===== src/rtl/desconcatena_pkg.sv =====
// Shared constants for the response deserializer: state encoding, default
// sizes and the bit-index width helper.
package desconcatena_pkg;

   localparam int ANCHO_DEF = 4;
   localparam int PROF_DEF  = 2;
   localparam int IDX_W_DEF = $clog2(ANCHO_DEF + 1);

   localparam logic [0:0] REPOSO   = 1'b0;
   localparam logic [0:0] DESPLAZA = 1'b1;

   function automatic int anchoIndice(input int ancho);
      return $clog2(ancho + 1);
   endfunction

endpackage


===== src/rtl/desconcatena_serie_fila_tuplas.sv =====
// fila_tuplas: small synchronous FIFO holding whole response words until the
// serializer is free to take them.
module fila_tuplas
   import desconcatena_pkg::*;
#(
   parameter int ANCHO = ANCHO_DEF,
   parameter int PROF  = PROF_DEF
) (
   input  logic                          clk_i,
   input  logic                          reset_i,
   input  logic                          push_i,
   input  logic                          pop_i,
   input  logic [ANCHO-1:0]              dato_i,
   output logic [ANCHO-1:0]              dato_o,
   output logic                          vacia_o,
   output logic                          llena_o,
   output logic [$clog2(PROF+1)-1:0]     cuenta_o
);

   localparam int PTR_W = (PROF > 1) ? $clog2(PROF) : 1;
   localparam int CNT_W = $clog2(PROF + 1);

   logic [ANCHO-1:0] mem_q [PROF];
   logic [PTR_W-1:0] wr_q, wr_d, rd_q, rd_d;
   logic [CNT_W-1:0] cnt_q, cnt_d;
   logic             pushOk, popOk;

   function automatic logic [PTR_W-1:0] siguiente(input logic [PTR_W-1:0] p);
      return (p == PTR_W'(PROF - 1)) ? '0 : p + PTR_W'(1);
   endfunction

   assign vacia_o  = (cnt_q == '0);
   assign llena_o  = (cnt_q == CNT_W'(PROF));
   assign cuenta_o = cnt_q;
   assign dato_o   = mem_q[rd_q];
   assign pushOk   = push_i & ~llena_o;
   assign popOk    = pop_i & ~vacia_o;

   always_comb begin
      wr_d  = pushOk ? siguiente(wr_q) : wr_q;
      rd_d  = popOk ? siguiente(rd_q) : rd_q;
      cnt_d = cnt_q + CNT_W'(pushOk) - CNT_W'(popOk);
   end

   always_ff @(posedge clk_i) begin
      if (reset_i) begin
         wr_q  <= '0;
         rd_q  <= '0;
         cnt_q <= '0;
      end else begin
         wr_q  <= wr_d;
         rd_q  <= rd_d;
         cnt_q <= cnt_d;
      end
   end

   // Storage is not reset; the empty count guards against reading stale words.
   always_ff @(posedge clk_i) begin
      if (pushOk) begin
         mem_q[wr_q] <= dato_i;
      end
   end

endmodule


===== src/rtl/desconcatena_serie.sv =====
// Deconcatenates {Cy_Rta, Respuesta} into an LSB-first bit stream with a
// last-bit marker. Define PARIDAD_EN to append an even-parity bit per word.
module desconcatena_serie
   import desconcatena_pkg::*;
#(
   parameter int ANCHO = ANCHO_DEF,
   parameter int PROF  = PROF_DEF
) (
   input  logic             Reloj,
   input  logic             Reinicio,
   input  logic [ANCHO-2:0] Respuesta,
   input  logic             Cy_Rta,
   input  logic             Entrada_Valida,
   output logic             Entrada_Lista,
   input  logic             Salida_Lista,
   output logic             Bit_Salida,
   output logic             Bit_Valido,
   output logic             Ultimo_Bit,
   output logic             Ocupado
);

   localparam int IDX_W = anchoIndice(ANCHO);
`ifdef PARIDAD_EN
   localparam int SH_W = ANCHO + 1;
`else
   localparam int SH_W = ANCHO;
`endif
   localparam logic [IDX_W-1:0] ULTIMO = IDX_W'(SH_W - 1);

   logic [0:0]              estado_q, estado_d;
   logic [SH_W-1:0]         shift_q, shift_d;
   logic [IDX_W-1:0]        idx_q, idx_d;
   logic [SH_W-1:0]         carga;
   logic [ANCHO-1:0]        filaDato;
   logic [$clog2(PROF+1)-1:0] filaCuenta;
   logic                    filaVacia, filaLlena;
   logic                    push, pop;

   assign Entrada_Lista = ~Reinicio & ~filaLlena;
   assign push          = Entrada_Valida & Entrada_Lista;

   fila_tuplas #(
      .ANCHO (ANCHO),
      .PROF  (PROF)
   ) uFila (
      .clk_i    (Reloj),
      .reset_i  (Reinicio),
      .push_i   (push),
      .pop_i    (pop),
      .dato_i   ({Cy_Rta, Respuesta}),
      .dato_o   (filaDato),
      .vacia_o  (filaVacia),
      .llena_o  (filaLlena),
      .cuenta_o (filaCuenta)
   );

`ifdef PARIDAD_EN
   assign carga = {^filaDato, filaDato};
`else
   assign carga = filaDato;
`endif

   // On the last transfer the next queued word is loaded in the same edge.
   always_comb begin
      estado_d = estado_q;
      shift_d  = shift_q;
      idx_d    = idx_q;
      pop      = 1'b0;
      if (estado_q == REPOSO) begin
         if (!filaVacia) begin
            pop      = 1'b1;
            shift_d  = carga;
            idx_d    = '0;
            estado_d = DESPLAZA;
         end
      end else if (Salida_Lista) begin
         if (idx_q == ULTIMO) begin
            if (!filaVacia) begin
               pop     = 1'b1;
               shift_d = carga;
               idx_d   = '0;
            end else begin
               shift_d  = shift_q >> 1;
               estado_d = REPOSO;
            end
         end else begin
            shift_d = shift_q >> 1;
            idx_d   = idx_q + IDX_W'(1);
         end
      end
   end

   always_ff @(posedge Reloj) begin
      if (Reinicio) begin
         estado_q <= REPOSO;
         shift_q  <= '0;
         idx_q    <= '0;
      end else begin
         estado_q <= estado_d;
         shift_q  <= shift_d;
         idx_q    <= idx_d;
      end
   end

   assign Bit_Valido = (estado_q == DESPLAZA);
   assign Bit_Salida = Bit_Valido & shift_q[0];
   assign Ultimo_Bit = Bit_Valido & (idx_q == ULTIMO);
   assign Ocupado    = (filaCuenta != '0) | Bit_Valido;

endmodule


===== config.mk =====
export PLATFORM = sky130hd
export DESIGN_NAME = desconcatena_serie
export DESIGN_NICKNAME = d
export VERILOG_FILES = /design/src/rtl/desconcatena_pkg.sv /design/src/rtl/desconcatena_serie_fila_tuplas.sv /design/src/rtl/desconcatena_serie.sv
export SDC_FILE = /design/constraint.sdc
export NUM_CORES = 1
export LEC_CHECK = 0
export CORE_MARGIN = 4
export CORE_UTILIZATION = 40
export CTS_BUF_LIST = sky130_fd_sc_hd__clkbuf_2 sky130_fd_sc_hd__clkbuf_4 sky130_fd_sc_hd__clkbuf_8
export DETAILED_ROUTE_END_ITERATION = 10
export PLACE_DENSITY = 0.64
export SYNTH_ARGS = -nofsm -noshare
export SYNTH_HDL_FRONTEND = slang
export SYNTH_SLANG_ARGS = --single-unit

===== constraint.sdc =====
create_clock -name Reloj -period 1.7 [get_ports Reloj]
set_clock_uncertainty 0.05 [all_clocks]
set_input_delay 0.51 -clock Reloj [delete_from_list [all_inputs] [get_ports Reloj]]
set_output_delay 0.51 -clock Reloj [all_outputs]
set_load 0.05 [all_outputs]

# Word-level counts from Yosys, hierarchy flattened
# Memories as Yosys holds them, arrays and structs flattened. A register that Yosys moved wholly into a read port is not among the register bits.
# Cells that the tools add are included.
dict set report totals {
  mem_bits_rw 8
  ff_bits 12
  input_bits 8
  n_memories 1
}
dict set report classes {
  n_reduce_logical 3
  n_eq_ne 4
  addsub 5
  mux 22
  bitwise 10
}
# name words width rd rd_ports_with_merged_regs write_ports line
set mem_list {}
lappend mem_list {uFila.mem_q 2 4 1 1 1 desconcatena_serie_fila_tuplas.sv:23} ;# logic [ANCHO-1:0] mem_q [PROF];
# cell n
set ops {}
lappend ops {{two-way mux 4 bit} 5}
lappend ops {{two-way mux 1 bit} 13}
lappend ops {{two-way mux 3 bit} 4}
lappend ops {{bitwise AND 1 bit} 6}
lappend ops {{!= test 2 bit, second input constant} 2}
lappend ops {{adder 3 x 1 -> 3 bit, second input constant} 1}
lappend ops {{== test 3 x 2 -> 1 bit, second input constant} 1}
lappend ops {{inverter 1 bit} 3}
lappend ops {{adder 1 bit, second input constant} 2}
lappend ops {{adder 2 x 1 -> 2 bit} 1}
lappend ops {{== test 2 bit, second input constant} 1}
lappend ops {{logical NOT 2 bit} 1}
lappend ops {{AND reduction 2 bit} 1}
lappend ops {{nonzero test 2 bit} 1}
lappend ops {{subtractor 2 x 1 -> 2 bit} 1}
lappend ops {{OR 1 bit} 1}

# Longest topological paths before layout
# Gate-level depths: netlist of run 1.
dict set report depth {
  depth_word 8
  ltp_mapped 9
  ltp_nobuf 9
}

# Hierarchy
# A second synthesis of run 1 with hierarchy kept.
dict set report unflattened {
  cells_unflattened 90
  area_unflattened_um2 953.4
}
# module instances cells_each area_per_inst_um2 seq_area_each_um2
set by_module_without_submodules {}
lappend by_module_without_submodules {fila_tuplas 1 39 519.2 340.3}
lappend by_module_without_submodules {desconcatena_serie 1 51 434.2 160.2}

# Worst setup path after synthesis of run 1
# Ideal clock, no wire load.
dict set report synth_timing {
  path_type {reg-to-output}
  start {reg estado_q, in the netlist Bit_Valido}
  end {out Ultimo_Bit}
  n_path_buf 1
  slack_ns -0.462
  stages_incl_launch_ff 4
  arrival_ns 1.602
  cell_sequence {dfxtp_1 -> buf_2 -> inv_1 -> nor2_1}
}
dict set report synth_between {
  elab_chain_len 1
}
# item line
set synth_lines {}
lappend synth_lines {{start: declaration} desconcatena_serie.sv:30} ;# logic [0:0] estado_q, estado_d;
lappend synth_lines {{start signal: assignment} desconcatena_serie.sv:99} ;# estado_q <= estado_d;
lappend synth_lines {{bitwise AND 1 bit} desconcatena_serie.sv:107} ;# assign Ultimo_Bit = Bit_Valido & (idx_q == ULTIMO);
lappend synth_lines {{end: declaration} desconcatena_serie.sv:18} ;# output logic Ultimo_Bit,
# Every way passes these cells.

# Worst setup path after layout of run 1
dict set report layout_timing {
  start {reg idx_q[0]}
  end {out Ultimo_Bit}
}
dict set report layout_between {
  elab_chain_len 2
}
# item line
set layout_lines {}
lappend layout_lines {{start: declaration} desconcatena_serie.sv:32} ;# logic [IDX_W-1:0] idx_q, idx_d;
lappend layout_lines {{start signal: assignment} desconcatena_serie.sv:101} ;# idx_q <= idx_d;
lappend layout_lines {{== test 3 x 2 -> 1 bit} desconcatena_serie.sv:107}
lappend layout_lines {{bitwise AND 1 bit} desconcatena_serie.sv:107}
# Every way passes these cells.

==> results of run 1 <==
## state kept, by name (all words and copies together), names as in the netlist, named ones only
name / cells
Bit_Valido: 1
idx_q: 3
shift_q: 4
uFila.cuenta_o: 2
uFila.mem_q: 8
uFila.rd_q: 1
uFila.wr_q: 1
## report_power, final
part	total [mW]	leakage, nW	switching, mW	internal (mW)
combinational	1.09	0.344	0.534	0.553
sequential	0.756	0.183	0.105	0.651
clock	0.234	0.0177	0.146	0.0876
total	2.08	0.545	0.785	1.29
## what timing repair did
item | 4_1_cts | 5_1_grt
cloned | 0 | 0
gates resized for setup | 19 | 11
buffers inserted | 6 | 4
endpoints found under the setup margin | 9 | 10
pin swaps | 9 | 9
hold buffers | 0 | 0
## metal layers
metal,global-route usage [%],vias up,share of wire (%)
met1,13.2,341,39
met5,0,-,0
met4,6.25,0,2.2
met2,23.5,11,55
li1,-,380,-
met3,3.03,4,3.1
## critical path: cells and delay by family, from the launching register on
| family | cells | cell delay [ns] |
|---|---|---|
| buffers and inverters | 2 | 0.24 |
| and+or+nand+nor | 2 | 0.16 |
| adders and majority gates | 1 | 0.14 |
| DFF | 1 | 0.37 |
## Yosys cell counts, drive strengths merged, types with 2 or more instances
cell type | n | area [µm²]
dfxtp | 13 | 260
edfxtp | 8 | 240
nor2 | 7 | 26.3
o21ai | 7 | 35.0
a21oi | 6 | 30.0
nor2b | 6 | 37.5
inv | 5 | 18.8
nand2 | 5 | 18.8
a211oi | 4 | 35.0
ha | 3 | 37.5
o22ai | 3 | 18.8
xnor2 | 3 | 26.3
and2 | 2 | 12.5
nor3 | 2 | 10.0
## per-stage QoR
step	power, mW	instance area [µm²]
2_1_floorplan	1.28	923
3_3_place_gp	1.58	1200
3_5_place_dp	1.61	1200
4_1_cts	1.97	1330
5_1_grt	2.26	1390
6_report	2.08	1390
## final cells by class
cell class | count | share of cell area (%)
Tap cell | 27 | 2.44
Inverter | 5 | 1.35
Sequential cell | 21 | 36.9
Clock inverter | 1 | 0.361
Clock buffer | 3 | 1.62
Multi-Input combinational cell | 59 | 33.2
Timing Repair Buffer | 34 | 24.1
## cells by family (layout without fill, tap and decap cells)
kind of cell | count (synthesis) | in the layout | share of synthesized area, %
adders and majority gates | 3 | 3 | 4.17
xor gates and xnor gates | 4 | 4 | 3.90
DFF | 21 | 21 | 55.6
muxes | 1 | 1 | 1.25
buffers and inverters | 7 | 43 | 3.06
and+or+nand+nor | 29 | 29 | 17.1
AOI/OAI and AO/OA | 22 | 22 | 14.9
## final timing paths
| check | from | end | slack [ns] | cells past startpoint |
|---|---|---|---|---|
| hold / removal | shift_q[3] | shift_q[3] | 0.41 | 2 |
| setup / recovery | idx_q[0] | Ultimo_Bit | -0.06 | 5 |
| setup reg to reg | idx_q[0] | uFila.cuenta_o[1] | 0 | 9 |
| hold reg to reg | shift_q[3] | shift_q[3] | 0.41 | 2 |
## cells in the final DEF (no fill, tap or decap), types with 5 or more instances in the layout
| cell type | synthesis | routed |
|---|---|---|
| sky130_fd_sc_hd__nor2_1 | 7 | 6 |
| sky130_fd_sc_hd__nand2_1 | 5 | 5 |
| sky130_fd_sc_hd__nor2b_1 | 6 | 5 |
| sky130_fd_sc_hd__edfxtp_1 | 8 | 8 |
| sky130_fd_sc_hd__o21ai_0 | 7 | 7 |
| sky130_fd_sc_hd__dfxtp_1 | 13 | 8 |
| sky130_fd_sc_hd__buf_4 | 0 | 19 |
==> impl_metrics.ini, run 1 <==
[status]
status = complete, but fails checks
failed_checks = setup timing

[layout]
flow.area_growth_from_synthesis_pct = 54.1
footprint_of_the_multi_input_gates_um2 = 460
layout.cells.non_filler = 150
finalCoreUtilization_pct = 67.9
post_route_cells_drive_above_1_share_pct = 42.3
finalNetCount = 135
num-fill-cells = 167
seqCellArea_um2 = 512
diodes = 0

[pwr]
total_leakage_power_nw = 0.545
power_density_nw_per_um2 = 1500
peakVddDrop_mv = 0.922

[synth]
netlist_instances = 87
synthArstFlopShare_pct = 0
post_synth_edffs = 8
synthesis.area_um2 = 900
synth_top_flop_cell = sky130_fd_sc_hd__dfxtp_1
ys_types = 28
ys_ff_latch = 21
synthesis.nets = 98
post_synth.cell_area_avg_um2 = 10.3
total_of_warnings_raised_by_yosys = 0
ys_seq_area_share_pct = 55.6

[timing]
final_count_of_negative_setup_slack_endpoints = 2
worst_slew_margin_relative_to_its_limit_pct = 72.0
layout_min_cycle_time_ns = 1.76
timing.final.ws_setup_ns = -0.0630
holdWs_ns = 0.414
fin_crit_sh_pct = 104
maxClockFrequency_mhz = 567
totalNegativeSetupSlack_ns = -0.0662
finalHoldViolCount = 0
tightest_slew_ns = 0.415
grt_setup_unrepaired = yes
timing_max_transition_violations_final = 0

[clocking]
tritoncts.num_buffers = 3
cts_sinks = 21
cts-htree-levels = 1
cts_clk_pin_slew_worst_paths_ns = 0.11
cts_tree = done
clock_latency_at_the_later_pin_of_the_worst_skew_pair_ns = 0.30
clk_root_buffer_cell = sky130_fd_sc_hd__clkbuf_4
cts_max_path_buffers = 2

[grt]
grt_pass1_wl_mm = 3.08
grt_pass1_vias = 729
globalRouteOverflowTotal = 0
number_of_antenna_violations_at_the_first_check_in_global_routing = 0
grt_max_degree = 13
grt_usage_pct = 12.7

[floorplanning]
io-pin-count = 13
core_region_area_um2 = 2040
die_h_um = 55.4
placement_rows = 16
die_width_um = 55.4
die_area_um2 = 3070
floorplan.initialDensity_pct = 44.1

[run]
max_capacitance_violation_total = 0

[setup_path]
cpMaxStageDelayCell = sky130_fd_sc_hd__dfxtp_2
cp.required_ns = 1.14
crit_path_cell_trace = ha_4 -> buf_6 -> nand2b_4 -> nor2_4 -> buf_12
critical_path_class = register to output port
timing.critical_path.arrival_ns = 1.20
cpPeakStageDelay_ns = 0.37
worstSetupStartpointType = register
critical_path_peak_fanout = 2
endpoint_kind = output port

[routing]
remaining_number_of_nets_flagged_by_the_antenna_check_after_routing = 0
avgRoutedWirePerCell_um = 12.6
first_iter_violations = 10
pre_repair_dr_iteration_count = 4
totalWireLength_mm = 1.89
vias_per_cell = 4.91
number_of_design_rule_violations_left_after_detail_routing = 0
num_vias = 736

[placed_design]
gp_routability_congestion = 0.747
buffer_ports.inserted = 12
setup_slack_placement_ns = -0.555
dp.cells = 137
dpl.hpwl_mm = 1.32

[min_path]
hp-class = register to register
No activity file was read; power rests on OpenSTA's default activity.
==> run 2, diff against run 1 <==
--- a/config.mk
+++ b/config.mk
@@ -9,6 +9,7 @@
 export CORE_UTILIZATION = 40
 export CTS_BUF_LIST = sky130_fd_sc_hd__clkbuf_2 sky130_fd_sc_hd__clkbuf_4 sky130_fd_sc_hd__clkbuf_8
 export DETAILED_ROUTE_END_ITERATION = 10
+export HOLD_SLACK_MARGIN = 0.15
 export PLACE_DENSITY = 0.64
 export SYNTH_ARGS = -nofsm -noshare
 export SYNTH_HDL_FRONTEND = slang
==> results of run 2 <==
The final DEF is identical to that of run 1; final timing and power are the same.
==> run 3, diff against run 2 <==
--- a/config.mk
+++ b/config.mk
@@ -10,7 +10,7 @@
 export CTS_BUF_LIST = sky130_fd_sc_hd__clkbuf_2 sky130_fd_sc_hd__clkbuf_4 sky130_fd_sc_hd__clkbuf_8
 export DETAILED_ROUTE_END_ITERATION = 10
 export HOLD_SLACK_MARGIN = 0.15
-export PLACE_DENSITY = 0.64
+export PLACE_DENSITY = 0.69
 export SYNTH_ARGS = -nofsm -noshare
 export SYNTH_HDL_FRONTEND = slang
 export SYNTH_SLANG_ARGS = --single-unit
==> constraint.sdc (replaced) <==
create_clock -name Reloj -period 1.9 [get_ports Reloj]
set_clock_uncertainty 0.05 [all_clocks]
set_input_delay 0.57 -clock Reloj [delete_from_list [all_inputs] [get_ports Reloj]]
set_output_delay 0.57 -clock Reloj [all_outputs]
set_load 0.05 [all_outputs]
==> impl_metrics.ini, run 3 (synthesis gave the netlist of run 1 again) <==
[grt]
globalRouteOverflowTotal = 0
grt_pass1_vias = 719
grt_max_degree = 13
number_of_antenna_violations_at_the_first_check_in_global_routing = 0
grt_pass1_wl_mm = 3.04
grt_usage_pct = 12.4

[routing]
num_vias = 691
first_iter_violations = 7
vias_per_cell = 4.97
totalWireLength_mm = 1.77
pre_repair_dr_iteration_count = 4
remaining_number_of_nets_flagged_by_the_antenna_check_after_routing = 0
avgRoutedWirePerCell_um = 12.7
number_of_design_rule_violations_left_after_detail_routing = 0

[setup_path]
cpPeakStageDelay_ns = 0.37
cpMaxStageDelayCell = sky130_fd_sc_hd__dfxtp_2
timing.critical_path.arrival_ns = 2.02
startpoint = idx_q[1]
critical_path_class = register to register
critical_path_peak_fanout = 3
cp.required_ns = 2.05
endpoint_kind = register
worstRegToRegCells = 9
timing.rr.start = idx_q[1]
crit_path_cell_trace = ha_4 -> nand3b_1 -> a21oi_2 -> ha_1 -> inv_1 -> ha_2 -> xor2_2 -> xnor2_1 -> nor2_1
worstSetupStartpointType = register

[pwr]
power_report.internal_total_mw = 1.04
totalPowerFinal_mw = 1.70
power_density_nw_per_um2 = 1360
power.switching_uw = 653
p_seq_share_pct = 39.9
clock_power_share_pct = 12.4
total_leakage_power_nw = 0.471
swShare_pct = 38.5
peakVddDrop_mv = 0.594
combinationalPowerShare_pct = 47.7

[placed_design]
dpl.hpwl_mm = 1.22
buffer_ports.inserted = 12
gp_routability_congestion = 0.745

[layout]
top_regs = uFila.mem_q: 8 flops, shift_q: 4 flops, idx_q: 3 flops
finalNetCount = 124
max_flop_register = uFila.mem_q
diodes = 0
post_route_cells_drive_above_1_share_pct = 31.3
flow.area_growth_from_synthesis_pct = 38.5
most_common_cell_after_layout_fill_and_taps_aside = sky130_fd_sc_hd__buf_4
largest_register_ffs = 8
final_cell_mix = sky130_fd_sc_hd__buf_4, sky130_fd_sc_hd__dfxtp_1, sky130_fd_sc_hd__edfxtp_1

[clocking]
postCtsHoldBufs = 0
cts_tree = done
cts-htree-levels = 1
clock_latency_at_the_later_pin_of_the_worst_skew_pair_ns = 0.30
clk_root_buffer_cell = sky130_fd_sc_hd__clkbuf_4
cts_clk_pin_slew_worst_paths_ns = 0.11
tritoncts.num_buffers = 3
cts_max_path_buffers = 2
cts_sinks = 21

[timing]
grt_setup_unrepaired = yes
timing_max_transition_violations_final = 0
maxClockFrequency_mhz = 533
final_count_of_negative_setup_slack_endpoints = 0
tightest_slew_ns = 0.362
finalHoldViolCount = 0
worst_slew_margin_relative_to_its_limit_pct = 75.6
totalNegativeSetupSlack_ns = 0
layout_min_cycle_time_ns = 1.87
fin_crit_sh_pct = 98.7
holdWs_ns = 0.407

[floorplanning]
die_width_um = 55.4
placement_rows = 16
die_h_um = 55.4
die_area_um2 = 3070
core_region_area_um2 = 2040
io-pin-count = 13
floorplan.initialDensity_pct = 44.1

[min_path]
hp-class = register to register
min_path_cells = 2
holdCritStartpoint = shift_q[3]

[run]
max_capacitance_violation_total = 0

[status]
status = finished, final reports clean
-- run 3: final cells by class --
class | count | area (µm²)
clock buffers | 3 | 22.5
fillers | 194 | 796
well taps | 27 | 33.8
multi-input cells | 59 | 419
repair buffers | 23 | 238
flip-flops and latches | 21 | 509
clock inverters | 1 | 5.00
inverters | 5 | 18.8
-- run 3: critical path, delay by kind of cell, from the launching register on --
kind / cells / cell delay, ns
flip-flops: 1 / 0.37
adder cells (fa/ha/maj): 3 / 0.60
AND/OR/NAND/NOR: 2 / 0.19
buffers and inverters: 1 / 0.06
XOR/XNOR: 2 / 0.29
AO/OA/AOI/OAI: 1 / 0.22
-- run 3: final timing paths --
path | slack [ns] | to
setup / recovery | 0.03 | uFila.cuenta_o[1]
hold / removal | 0.41 | shift_q[3]
setup reg to reg | 0.03 | uFila.cuenta_o[1]
hold reg to reg | 0.41 | shift_q[3]
-- run 3: per-layer routing --
layer	share of wire [%]	GRT usage (%)
met5	0	0
met4	1.6	6.60
met3	4.8	3.73
met2	51	19.9
met1	42	14.8
-- run 3: power groups by stage --
| stage | logic [mW] | registers, mW | clock network (mW) |
|---|---|---|---|
| 2_1_floorplan | 0.466 | 0.659 | 0 |
| 3_3_place_gp | 0.688 | 0.664 | 0 |
| 3_5_place_dp | 0.705 | 0.671 | 0 |
| 4_1_cts | 0.754 | 0.667 | 0.222 |
| 5_1_grt | 0.897 | 0.693 | 0.239 |
| 6_report | 0.809 | 0.678 | 0.211 |
-- run 3: through the flow --
step / util [%] / setup WS, ns / std cells / cell area, µm²
2_1_floorplan: - / 0.0537 / 87 / 907
3_3_place_gp: 55.9 / -0.419 / 131 / 1140
3_5_place_dp: 55.9 / -0.451 / 131 / 1140
4_1_cts: 58.9 / 0.00808 / 137 / 1200
5_1_grt: 61.0 / -0.0860 / 139 / 1250
6_report: 61.0 / 0.0253 / 139 / 1250
-- run 3: what timing repair did --
item / CTS / global route
setup buffers: 2 / 2
gates resized for setup: 7 / 7
endpoints found under the setup margin: 4 / 2
pin swaps: 5 / 7
